===== config.mk =====
export PLATFORM = sky130hd
export DESIGN_NAME = strip_id_allocator
export DESIGN_NICKNAME = d
export VERILOG_FILES = /design/src/rtl/strip_id_allocator.sv
export SDC_FILE = /design/constraint.sdc
export NUM_CORES = 1
export LEC_CHECK = 0
export ABC_CLOCK_PERIOD_IN_PS = 6050
export BUFFER_PORTS_ARGS = -buffer_cell sky130_fd_sc_hd__buf_2
export CAP_MARGIN = 30
export CORE_ASPECT_RATIO = 2
export CORE_MARGIN = 8
export CORE_UTILIZATION = 45
export CTS_BUF_LIST = sky130_fd_sc_hd__clkbuf_16
export CTS_CLUSTER_SIZE = 12
export DETAILED_ROUTE_END_ITERATION = 8
export HOLD_SLACK_MARGIN = 0.1
export PLACE_DENSITY = 0.73
export SYNTH_ARGS = -nofsm -noshare
export SYNTH_HDL_FRONTEND = slang
export SYNTH_SLANG_ARGS = --single-unit
export TNS_END_PERCENT = 100

===== constraint.sdc =====
create_clock -name clk -period 6.05 [get_ports clk]
set_clock_uncertainty 0.05 [all_clocks]
set_input_delay 0.3025 -clock clk [delete_from_list [all_inputs] [get_ports clk]]
set_output_delay 0.3025 -clock clk [all_outputs]
set_load 0.01 [all_outputs]

===== src/rtl/strip_id_allocator.sv =====
// strip_id_allocator: grants the first free ROM candidate strip for a height request and tracks occupancy.
// Optional statistics counters are built when STRIP_SEL_STATS_EN is defined.
module strip_id_allocator (
    input  logic        clk,
    input  logic        rst,
    input  logic        req_valid,
    input  logic [4:0]  req_height,
    output logic        req_ready,
    output logic        rom_en,
    output logic [3:0]  rom_addr,
    input  logic [3:0]  rom_id1,
    input  logic [3:0]  rom_id2,
    input  logic [3:0]  rom_id3,
    output logic        grant_valid,
    output logic        grant_fail,
    output logic [3:0]  grant_id,
    input  logic        rel_valid,
    input  logic [3:0]  rel_id,
    output logic [15:0] occupancy,
    output logic [7:0]  grant_count,
    output logic [7:0]  fail_count
);
    typedef enum logic [1:0] {IDLE, LOOK, SCAN} state_t;
    state_t      state;
    logic [1:0]  k;
    logic        bad;
    logic        in_range;
    logic [4:0]  hm4;
    logic [3:0]  addr_n;
    logic [3:0]  cand;
    logic        eval;
    logic        hit;
    logic        done;
    logic [15:0] grant_mask;
    logic [15:0] rel_mask;
    always_comb begin
        in_range   = req_height >= 5'd4 && req_height <= 5'd16;
        hm4        = req_height - 5'd4;
        addr_n     = req_height > 5'd12 ? 4'd9 : hm4[3:0];
        cand       = k == 2'd0 ? rom_id1 : k == 2'd1 ? rom_id2 : rom_id3;
        // rom_en still high means the ROM output is not yet valid
        eval       = state == SCAN && !rom_en;
        hit        = eval && cand != 4'd0 && !occupancy[cand];
        done       = eval && (hit || k == 2'd2);
        grant_mask = hit ? 16'd1 << cand : 16'd0;
        rel_mask   = rel_valid ? 16'd1 << rel_id : 16'd0;
        req_ready  = state == IDLE;
    end
    always_ff @(posedge clk) begin
        if (rst) begin
            state       <= IDLE;
            k           <= 2'd0;
            bad         <= 1'b0;
            rom_en      <= 1'b0;
            rom_addr    <= 4'd0;
            grant_valid <= 1'b0;
            grant_fail  <= 1'b0;
            grant_id    <= 4'd0;
            occupancy   <= 16'd0;
        end else begin
            grant_valid <= bad | done;
            grant_fail  <= bad | (done & ~hit);
            grant_id    <= hit ? cand : 4'd0;
            bad         <= 1'b0;
            occupancy   <= (occupancy | grant_mask) & ~rel_mask & 16'hFFFE;
            if (state == IDLE) begin
                if (req_valid && in_range) begin
                    rom_addr <= addr_n;
                    state    <= LOOK;
                end else if (req_valid) begin
                    bad <= 1'b1;
                end
            end else if (state == LOOK) begin
                rom_en <= 1'b1;
                k      <= 2'd0;
                state  <= SCAN;
            end else if (rom_en) begin
                rom_en <= 1'b0;
            end else if (done) begin
                rom_addr <= 4'd0;
                state    <= IDLE;
            end else begin
                k <= k + 2'd1;
            end
        end
    end
`ifdef STRIP_SEL_STATS_EN
    always_ff @(posedge clk) begin
        if (rst) begin
            grant_count <= 8'd0;
            fail_count  <= 8'd0;
        end else begin
            if (hit && grant_count != 8'hFF) grant_count <= grant_count + 8'd1;
            if ((bad || (done && !hit)) && fail_count != 8'hFF) fail_count <= fail_count + 8'd1;
        end
    end
`else
    assign grant_count = 8'd0;
    assign fail_count  = 8'd0;
`endif
endmodule

Yosys cells after proc, flatten, opt, wreduce, memory -nomap -nowiden. Index checks and enable logic that the tools add are counted. Widths: inputs -> output; s select.

Register bits: 32. Input bits: 25. Output and inout port bits: 44. Word-level logic and storage cells: 77.

Add/subtract/negate cells: 2. $lt $le $gt $ge: 4. Equal/unequal tests: 10. Shift operators: 2. Muxes and demuxes: 22. Bitwise logic cells: 8. Reduce and logical (&&, ||, !) cells: 19.

Operators by type and width (number): $mux 16 (2); $mux 4 (8); $shl 1x4->16 const A (2); $and 16x16->16 (1); $mux 2 (8); $not 16->16 (1); $or 16x16->16 (1); $logic_and 1x1->1 (6); $ne 2x1->1 const B (3); $reduce_and 3->1 (2); $ge 5x3->1 const B (1); $gt 5x4->1 const B (1); $le 5x5->1 const B (1); $lt 4x5->1 const B (1); $bmux 1 s4 (1); $eq 2x1->1 const B (2); $eq 2x2->1 const B (2); $logic_not 2->1 (2); $ne 2x2->1 const B (2); $reduce_and 4->1 (1); $reduce_bool 4->1 (1); $sub 4x3->4 const B (1); $mux 1 (3); $ne 3x2->1 const B (1); 10 further kinds (13).

Logic depth before layout (Yosys ltp). Gate-level depths: netlist (run 1).

Word-level depth: 13. Mapped depth: 12.

Worst setup path before layout (run 1). No wires, ideal clock.

Path type: register -> register. Start: reg k[1]. End: reg occupancy[4]. Setup time: 0.086 ns. Arrival: 2.402 ns. Data required time: 5.914 ns. Setup slack: 3.512 ns. Cell stages (with the launch flop): 10. Buffers on the path: 0. Clock period less this slack: 2.538 ns. Cells stage by stage: dfxtp_1 inv_1 ha_1 mux2_4 o21a_2 a31oi_1 o221a_2 o21bai_4 or3_1 a221oi_2.

Longest elaborated chain between the ends: 10. Elaborated cells on any way between the ends: 14. Those cells by class: eq/ne: 1; shift: 1; mux: 5; bitwise: 2; reduce/logical: 5.

RTL lines: start: declaration (line 25) `logic [1:0] k;`; start signal: assignment (line 83) `k <= k + 2'd1;`; $eq 2x1->1 (line 40) `cand = k == 2'd0 ? rom_id1 : k == 2'd1 ? rom_id2 : rom_id3;`; $mux 4 (line 40); $mux 4 * (line 40); $bmux 1 s4 (line 43) `hit = eval && cand != 4'd0 && !occupancy[cand];`; $mux 1 (implied by the code) (line 43); $logic_not 1->1 (line 43); $logic_and 1x1->1 (line 43); $mux 16 * (line 45) `grant_mask = hit ? 16'd1 << cand : 16'd0;`; $or 16x16->16 * (line 65) `occupancy <= (occupancy | grant_mask) & ~rel_mask & 16'hFFFE;`; $and 16x16->16 * (line 65); end signal: assignment (line 65); end: declaration (line 19) `output logic [15:0] occupancy,`.

Mark *: on every way between the ends. The rest lies on a longest branch, timed or not. The select of a mux whose other input is x is not followed. A chain may end at the register's enable or synchronous reset.

Worst setup path after layout (run 1).
Start: reg k[0]. End: reg occupancy[3].

The elaborated chain is that of the path after synthesis.

==> impl_metrics.csv, run 1 <==
group,metric,value,unit
timing,hold_viol,0,
grt,antenna_found_initial,0,
cells_and_area,final_area,0.00237,mm2
timing,drv_slew,0,
timing,fin_setup_tns,0,ns
clock_tree,clk_pin_slew_worst_paths,0.05,ns
timing,finalCriticalPeriod,3.01,ns
drt,ant_nets,0,
setup_path,path_class,"flop to flop",
timing,period_share,49.8,%
logic_synthesis,synth_ff_type,"dfxtp_1",
logic_synthesis,ys_warn_count,0,
floorplanning,ios,69,
drt,drt_pass1_iterations,4,
placement,hpwl,4.83,mm
placement,gp_congestion,0.999,
logic_synthesis,ys_types,52,
clock_tree,clk_latency,0.28,ns
drt,remaining_drc_errors,0,
cells_and_area,nNetsFinal,318,
clock_tree,cts_tree,"done",
floorplanning,core-area,0.00430,mm2
clock_tree,post_cts_resized,0,
placement,port_buffers,51,
cells_and_area,drive_gt1_share,25.7,%
cells_and_area,layout_commonest_cell,"buf_2",
placement,place_area,0.00221,mm2
floorplanning,start_util,46.5,%
floorplanning,die_w,63.1,um
clock_tree,cts_buffers,5,
drt,wl_per_cell,17.6,um
drt,avgViaCountPerCell,5.79,
logic_synthesis,synth_area,0.00200,mm2
drt,dr.first_iter.drc_count,61,
logic_synthesis,synth-async-reset-ratio,0,%
clock_tree,clock-root-buffer,"clkbuf_16",
logic_synthesis,synth_top_area_share,31.1,%
cells_and_area,area_delta_synth_final,18.7,%
setup_path,cp-start-kind,"flop",
pwr,p_leak,1.00,nW
logic_synthesis,synth_seq_cells,31,
cells_and_area,final_cell_mix,"buf_2, dfxtp_1, nand2_1, nor3_1, conb_1",
timing,worst_pin_slew,0.625,ns
timing,rsz0062_at_grt,"false",
clock_tree,clock_sinks,31,
logic_synthesis,ys_seq_area_share,31.1,%
logic_synthesis,synth_enable_flop_cells,0,
worst_hold_path,hold_class,"primary input to flop",
setup_path,end_kind,"flop",
drt,vias,1981,
setup_path,critPathArrivalTime,3.15,ns
clock_tree,cts_max_level,2,
status,status,"complete, no violations",
pwr,vdd_drop_max,0.000224,V
setup_path,required,6.19,ns
floorplanning,fp-row-count,34,
drt,postRouteWirelength,6.00,mm
clock_tree,post_cts_buffers,0,
grt,grt_max_degree,36,
logic_synthesis,synth_area_per_cell,8.36,um2
grt,grt_first_pass_wirelength,9.75,mm
logic_synthesis,synth.area.top_cells,"dfxtp_1, buf_4, o21a_1",
timing,setup_violations,0,
floorplanning,dieArea,0.00695,mm2
timing,fmax,0.332,GHz
clock_tree,ctsHoldBuffers,0,
flow_run,drv_cap,0,
logic_synthesis,netlist_instances,239,
grt,grt_overflow,0,
grt,grt_pass1_vias,2053,
logic_synthesis,synth_top_area_cell,"dfxtp_1",
grt,grtUsageTotal,17.5,%
setup_path,path_max_fanout,19,
pwr,finalPower,659,uW
cells_and_area,antenna_cells,0,
clock_tree,clockBufferDepth,2,
pwr,powerDensity,278,mW/mm2
timing,slew_headroom,58.3,%
floorplanning,die_h,110,um
==> synthesized netlist by cell type, types with 6 or more instances <==
| library cell | number |
|---|---|
| a21oi_1 | 16 |
| a31oi_1 | 6 |
| buf_4 | 17 |
| dfxtp_1 | 31 |
| ha_1 | 6 |
| inv_1 | 8 |
| nand2_1 | 24 |
| nor2_1 | 12 |
| nor3_1 | 17 |
| o21a_1 | 15 |
| o21ai_0 | 7 |
==> through the flow <==
stage / std cells / utilization, % / worst slack (ns) / hold WS (ns)
6_report: 342 / 55.2 / 3.04 / 0.205
3_5_place_dp: 334 / 51.4 / 3.10 / 0.398
2_1_floorplan: 255 / - / 3.51 / 0.371
5_1_grt: 342 / 55.2 / 2.75 / 0.208
4_1_cts: 342 / 55.2 / 3.08 / 0.206
3_3_place_gp: 334 / 51.4 / 3.14 / 0.382
==> critical path: stages (launching register included) <==
cell	delay (ns)
dfxtp_1	0.33
inv_1	0.13
ha_1	0.52
nand2b_1	0.26
o21ai_2	0.20
mux2i_1	0.31
a32o_2	0.33
o21bai_4	0.16
or3_1	0.41
a221oi_2	0.21
==> registers in the layout (all words and copies together) (netlist names) <==
name	cells
grant_id	4
grant_valid	1
state	2
grant_fail	1
rom_addr	4
k	2
occupancy	15
bad	1
rom_en	1
==> kinds of logic after synthesis <==
| logic type | Yosys count | share of synthesized area, % |
|---|---|---|
| compound gates | 75 | 29.4 |
| fa+ha+maj | 6 | 3.76 |
| buf+inv | 34 | 10.2 |
| flops | 31 | 31.1 |
| mux | 7 | 3.88 |
| other cells | 1 | 0.188 |
| simple gates | 85 | 21.5 |
==> report_power, final <==
part / internal (mW) / switching, mW / total (mW)
combinational: 0.0532 / 0.107 / 0.160
sequential: 0.212 / 0.00651 / 0.218
clock: 0.192 / 0.0885 / 0.280
total: 0.457 / 0.202 / 0.659
==> cell type report <==
cell class	instances	area [um2]
multi-input cells	190	1230
repair buffers	51	255
flip-flops and latches	31	621
clock buffers	5	125
inverters	8	30.0
clock inverters	3	38.8
well taps	54	67.6
fillers	430	1930
==> path summary, 6_finish.rpt <==
kind | start | endpoint | slack (ns) | cells after the start
min reg2reg | bad$_SDFF_PP0_ | grant_fail$_SDFF_PP0_ | 0.40 | 2
max | k[0]$_SDFFE_PP0P_ | occupancy[3]$_SDFF_PP0_ | 3.04 | 9
min | req_valid | bad$_SDFF_PP0_ | 0.20 | 3
max reg2reg | k[0]$_SDFFE_PP0P_ | occupancy[3]$_SDFF_PP0_ | 3.04 | 9
==> metal layers <==
layer,up-vias,GRT usage (%),routed length (um)
met2,80,34.3,3330
met1,930,13.8,1970
met4,0,12.3,282
met5,-,0,0
li1,951,-,-
met3,20,6.38,419
Power figures use the tool's default switching activity.
==> inputs of run 2 (changes only) <==
--- a/config.mk
+++ b/config.mk
@@ -5,7 +5,7 @@
 export SDC_FILE = /design/constraint.sdc
 export NUM_CORES = 1
 export LEC_CHECK = 0
-export ABC_CLOCK_PERIOD_IN_PS = 6050
+export ABC_CLOCK_PERIOD_IN_PS = 3000
 export BUFFER_PORTS_ARGS = -buffer_cell sky130_fd_sc_hd__buf_2
 export CAP_MARGIN = 30
 export CORE_ASPECT_RATIO = 2
==> constraint.sdc (replaced) <==
create_clock -name clk -period 3 [get_ports clk]
set_clock_uncertainty 0.05 [all_clocks]
set_input_delay 0.15 -clock clk [delete_from_list [all_inputs] [get_ports clk]]
set_output_delay 0.15 -clock clk [all_outputs]
set_load 0.01 [all_outputs]
==> run 2 against run 1 <==
  * Sequential cell count unchanged
  * First-iteration DRC count decreased by 11%
  * Fmax increased by 6.8%
  * Combinational power increased by 120%
  * Worst hold slack got worse by 0.083 ns
  * Sequential share of layout area decreased by 0.16 points
  * Clock-buffer cell count unchanged
  * Via count decreased by 1.5%
  * Die area unchanged
  * Largest cell class unchanged
==> impl_metrics.csv, run 2 (same netlist as run 1, synthesis figures left out) <==
group,metric,value,unit
clock_tree,post_cts_buffers,0,
timing,rsz0062_at_grt,"false",
setup_path,required,3.13,ns
pwr,powerDensity,523,mW/mm2
setup_path,timing.rr.start,"k[1]$_SDFFE_PP0P_",
timing,period_share,94.0,%
grt,grt_pass1_vias,1997,
worst_hold_path,hp-start,"req_height[1]",
clock_tree,cts_tree,"done",
timing,fin_setup_tns,0,ns
timing,hold_viol,0,
clock_tree,clock-root-buffer,"clkbuf_16",
setup_path,ff2ff_setup_slack,0.18,ns
timing,drv_slew,0,
pwr,finalPower,1.25,mW
grt,grt_first_pass_wirelength,9.56,mm
setup_path,path_max_fanout,19,
drt,wl_per_cell,17.4,um
cells_and_area,final_cells,347,
drt,remaining_drc_errors,0,
pwr,vdd_drop_max,0.000396,V
timing,slew_headroom,45.9,%
cells_and_area,final_area,0.00239,mm2
placement,dp_cells,338,
drt,ant_nets,0,
drt,drt_pass1_iterations,4,
cells_and_area,largest_register,"occupancy",
grt,grt_overflow,0,
worst_hold_path,hold_class,"primary input to flop",
placement,hpwl,4.81,mm
drt,postRouteWirelength,6.04,mm
clock_tree,clockBufferDepth,2,
placement,place_area,0.00224,mm2
timing,worst_pin_slew,0.809,ns
timing,setup_violations,0,
floorplanning,die_h,110,um
timing,fmax,0.355,GHz
grt,antenna_found_initial,0,
cells_and_area,reg_top3,"occupancy (15), grant_id (4), rom_addr (4)",
cells_and_area,final_cell_mix,"buf_2, dfxtp_1, nand2_1, nor3_1, conb_1",
flow_run,drv_cap,0,
setup_path,path_class,"flop to flop",
worst_hold_path,min_path_cells,3,
drt,vias,1952,
cells_and_area,nNetsFinal,323,
floorplanning,dieArea,0.00695,mm2
setup_path,cp-start-kind,"flop",
floorplanning,core-area,0.00430,mm2
cells_and_area,area_delta_synth_final,19.5,%
drt,avgViaCountPerCell,5.63,
placement,gp_congestion,0.971,
clock_tree,clock_sinks,31,
pwr,p_leak,1.01,nW
setup_path,rr_worst_depth,9,
drt,dr.first_iter.drc_count,54,
cells_and_area,largest_register_ffs,15,
setup_path,end_kind,"flop",
setup_path,critPathArrivalTime,2.95,ns
grt,grtUsageTotal,17.2,%
clock_tree,cts_max_level,2,
floorplanning,ios,69,
status,status,"complete, no violations",
clock_tree,clk_pin_slew_worst_paths,0.05,ns
setup_path,r2r_end,"occupancy[4]$_SDFF_PP0_",
clock_tree,cts_buffers,5,
timing,finalCriticalPeriod,2.82,ns
floorplanning,die_w,63.1,um
grt,grt_max_degree,36,
floorplanning,start_util,46.5,%
cells_and_area,fillCellCount,432,
clock_tree,clk_latency,0.27,ns
worst_hold_path,min_to,"rom_addr[1]$_SDFFE_PP0P_",
cells_and_area,layout_commonest_cell,"buf_2",
floorplanning,fp-row-count,34,
placement,port_buffers,51,
cells_and_area,antenna_cells,0,
cells_and_area,drive_gt1_share,26.3,%
## run 2: changes by cell type in the layout (fill, tap and decap cells not counted), sizes merged
cell,delta
buf,+4
bufinv,-1
dlygate4sd3,+1
inv,+1
## run 2: power by group
part	leakage [nW]	internal, mW	switching, mW
Combinational	0.690	0.119	0.226
Sequential	0.251	0.428	0.0126
Clock	0.0701	0.297	0.164
## run 2: how the worst max path moves through the flow
| stage | endpoint | depth (start not counted) | start |
|---|---|---|---|
| floorplan | occupancy[4]$_SDFF_PP0_ | 9 | k[1]$_SDFFE_PP0P_ |
| global placement | occupancy[4]$_SDFF_PP0_ | 9 | k[1]$_SDFFE_PP0P_ |
| detailed placement | occupancy[4]$_SDFF_PP0_ | 9 | k[1]$_SDFFE_PP0P_ |
| CTS | occupancy[4]$_SDFF_PP0_ | 9 | k[1]$_SDFFE_PP0P_ |
| global route | occupancy[6]$_SDFF_PP0_ | 9 | k[1]$_SDFFE_PP0P_ |
| finish | occupancy[4]$_SDFF_PP0_ | 9 | k[1]$_SDFFE_PP0P_ |
## run 2: metal layers
metal	GRT usage [%]	up-vias	part of all wire [%]
met5	0	-	0
met4	9.03	0	3.3
met3	5.67	15	6.4
met2	34.0	70	55
met1	14.9	909	35
li1	-	958	-
## run 2: repair_timing
action                                  CTS  global route
hold endpoints to repair                  1             0
resized for setup                         0             1
hold buffers                              1             0
endpoints found under the setup margin    0             2
## run 2: metrics by stage
step                utilization [%]  setup WS, ns  hold WS, ns
floorplan                         -         0.462        0.218
global placement               52.1         0.235        0.344
detailed placement             52.1         0.154        0.343
CTS                            55.5         0.140        0.121
global route                   55.5        0.0345        0.128
finish                         55.5         0.181        0.122
## run 2: critical path, stage by stage (launching register included)
cell	delay (ns)
dfxtp_1	0.32
inv_1	0.11
ha_2	0.26
mux2_4	0.36
o21ai_2	0.24
mux2i_1	0.26
a32o_2	0.31
o21bai_4	0.18
or3_1	0.42
a221oi_2	0.21
## run 2: area by class of cell
cell class / count / area, um2 / area share [%]
Timing Repair Buffer: 56 / 295 / 12.4
Multi-Input combinational cell: 190 / 1240 / 51.8
Sequential cell: 31 / 621 / 26.0
Tap cell: 54 / 67.6 / 2.83
Clock inverter: 3 / 11.3 / 0.472
Inverter: 8 / 30.0 / 1.26
Clock buffer: 5 / 125 / 5.24
==> inputs of run 3 (changes only) <==
--- a/config.mk
+++ b/config.mk
@@ -16,6 +16,7 @@
 export DETAILED_ROUTE_END_ITERATION = 8
 export HOLD_SLACK_MARGIN = 0.1
 export PLACE_DENSITY = 0.73
+export RECOVER_POWER = 50
 export SYNTH_ARGS = -nofsm -noshare
 export SYNTH_HDL_FRONTEND = slang
 export SYNTH_SLANG_ARGS = --single-unit
==> run 3 against run 2 <==
  * First-iteration DRC count increased by 17%
  * Cell area fell by 1.4%
  * Clock-buffer cell count did not move
  * Total power fell by 0.10%
  * Critical path depth did not move
  * Via count increased by 0.46%
  * Clock power about the same
  * Worst hold slack is essentially flat
  * Global-route usage is the same
  * Fmax fell by 0.21%
  * Largest cell class unchanged
  * Sequential share of layout area grew 0.36 points
  * Non-clock buffer count unchanged
==> impl_metrics.csv, run 3 (same netlist as run 1, synthesis figures left out) <==
group,metric,value,unit
status,status,"complete, no violations",
drt,wl_per_cell,17.5,um
flow_run,drv_cap,0,
grt,grt_pass1_vias,1997,
clock_tree,cts_buffers,5,
timing,slew_headroom,46.7,%
drt,dr.first_iter.drc_count,63,
floorplanning,die_w,63.1,um
cells_and_area,largest_register,"occupancy",
timing,drv_slew,0,
floorplanning,ios,69,
timing,fmax,0.354,GHz
drt,postRouteWirelength,6.06,mm
setup_path,cp-start-kind,"flop",
floorplanning,fp-row-count,34,
placement,hpwl,4.81,mm
grt,grt_max_degree,36,
cells_and_area,reg_top3,"occupancy (15), grant_id (4), rom_addr (4)",
clock_tree,clk_pin_slew_worst_paths,0.05,ns
cells_and_area,largest_register_ffs,15,
placement,gp_congestion,0.971,
setup_path,path_max_fanout,19,
floorplanning,start_util,46.5,%
pwr,powerDensity,529,mW/mm2
clock_tree,clock_sinks,31,
timing,fin_setup_tns,0,ns
timing,worst_pin_slew,0.797,ns
drt,vias,1961,
floorplanning,dieArea,0.00695,mm2
clock_tree,clockBufferDepth,2,
pwr,seqPwrFrac,35.4,%
pwr,power_frac_comb,27.6,%
placement,port_buffers,51,
cells_and_area,drive_gt1_share,17.4,%
pwr,p_switching,404,uW
cells_and_area,antenna_cells,0,
placement,dpl_worst_slack,0.154,ns
drt,drt_pass1_iterations,4,
grt,antenna_found_initial,0,
floorplanning,core-area,0.00430,mm2
drt,avgViaCountPerCell,5.65,
timing,hold_viol,0,
timing,period_share,94.1,%
drt,ant_nets,0,
cells_and_area,area_delta_synth_final,17.9,%
pwr,p_leak,0.898,nW
drt,remaining_drc_errors,0,
cells_and_area,layout_commonest_cell,"dfxtp_1",
grt,grt_first_pass_wirelength,9.56,mm
clock_tree,clock-root-buffer,"clkbuf_16",
floorplanning,die_h,110,um
pwr,clkPwrFrac,37.1,%
grt,grtUsageTotal,17.2,%
timing,rsz0062_at_grt,"false",
worst_hold_path,hold_class,"primary input to flop",
timing,setup_violations,0,
cells_and_area,final_cell_mix,"dfxtp_1, clkbuf_1, buf_2, nand2_1",
clock_tree,cts_tree,"done",
timing,final.setup.worst_slack,0.176,ns
grt,grt_overflow,0,
pwr,p_sw_share,32.4,%
clock_tree,clk_latency,0.27,ns
setup_path,critPathArrivalTime,2.96,ns
setup_path,end_kind,"flop",
pwr,p_int,842,uW
timing,finalCriticalPeriod,2.82,ns
setup_path,required,3.13,ns
setup_path,path_class,"flop to flop",
cells_and_area,nNetsFinal,323,
clock_tree,cts_max_level,2,
pwr,vdd_drop_max,0.000395,V
[run 3: layout make-up]
type,count,area (um2)
multi-input cells,190,1240
clock inverters,3,11.3
flip-flops and latches,31,621
inverters,8,30.0
well taps,54,67.6
clock buffers,5,125
repair buffers,56,263
fillers,444,1940
[run 3: path summary, 6_finish.rpt]
path         cells past startpoint         startpoint  slack (ns)                  endpoint
min reg2reg                      2     bad$_SDFF_PP0_        0.40     grant_fail$_SDFF_PP0_
max reg2reg                      9  k[1]$_SDFFE_PP0P_        0.18   occupancy[4]$_SDFF_PP0_
max                              9  k[1]$_SDFFE_PP0P_        0.18   occupancy[4]$_SDFF_PP0_
min                              3      req_height[1]        0.12  rom_addr[1]$_SDFFE_PP0P_
[run 3: routing by layer]
metal / share of wire (%) / track usage [%] / up-vias
li1: - / - / 956
met1: 35 / 14.9 / 911
met2: 55 / 34.0 / 76
met3: 6.6 / 5.67 / 18
met4: 4.0 / 9.03 / 0
met5: 0 / 0 / -
[run 3: critical path: stages (launching register included)]
cell	delay (ns)
dfxtp_1	0.32
inv_1	0.11
ha_2	0.26
mux2_4	0.36
o21ai_2	0.24
mux2i_1	0.26
a32o_2	0.31
o21bai_4	0.18
or3_1	0.42
a221oi_2	0.21
[run 3: power by group through the flow]
| stage | clock network, mW | logic, mW | registers [mW] |
|---|---|---|---|
| 2_1_floorplan | 0 | 0.254 | 0.449 |
| 6_report | 0.462 | 0.343 | 0.441 |
| 4_1_cts | 0.475 | 0.341 | 0.440 |
| 3_5_place_dp | 0 | 0.339 | 0.448 |
| 3_3_place_gp | 0 | 0.336 | 0.448 |
| 5_1_grt | 0.491 | 0.376 | 0.443 |
[run 3: stage by stage]
stage | area (um2) | total power [mW] | utilization (%) | hold WS [ns] | instances
after floorplan | 2060 | 0.702 | - | 0.218 | 255
after global placement | 2240 | 0.785 | 52.1 | 0.344 | 338
after detailed placement | 2240 | 0.787 | 52.1 | 0.343 | 338
after CTS | 2380 | 1.26 | 55.5 | 0.121 | 347
after global routing | 2350 | 1.31 | 54.8 | 0.128 | 347
final | 2350 | 1.25 | 54.8 | 0.122 | 347
[run 3: timing repair]
item	in CTS	in global routing
setup buffers	0	0
setup endpoints to repair	0	2
hold buffers	1	0
gates resized for setup	0	1
hold endpoints to repair	1	0
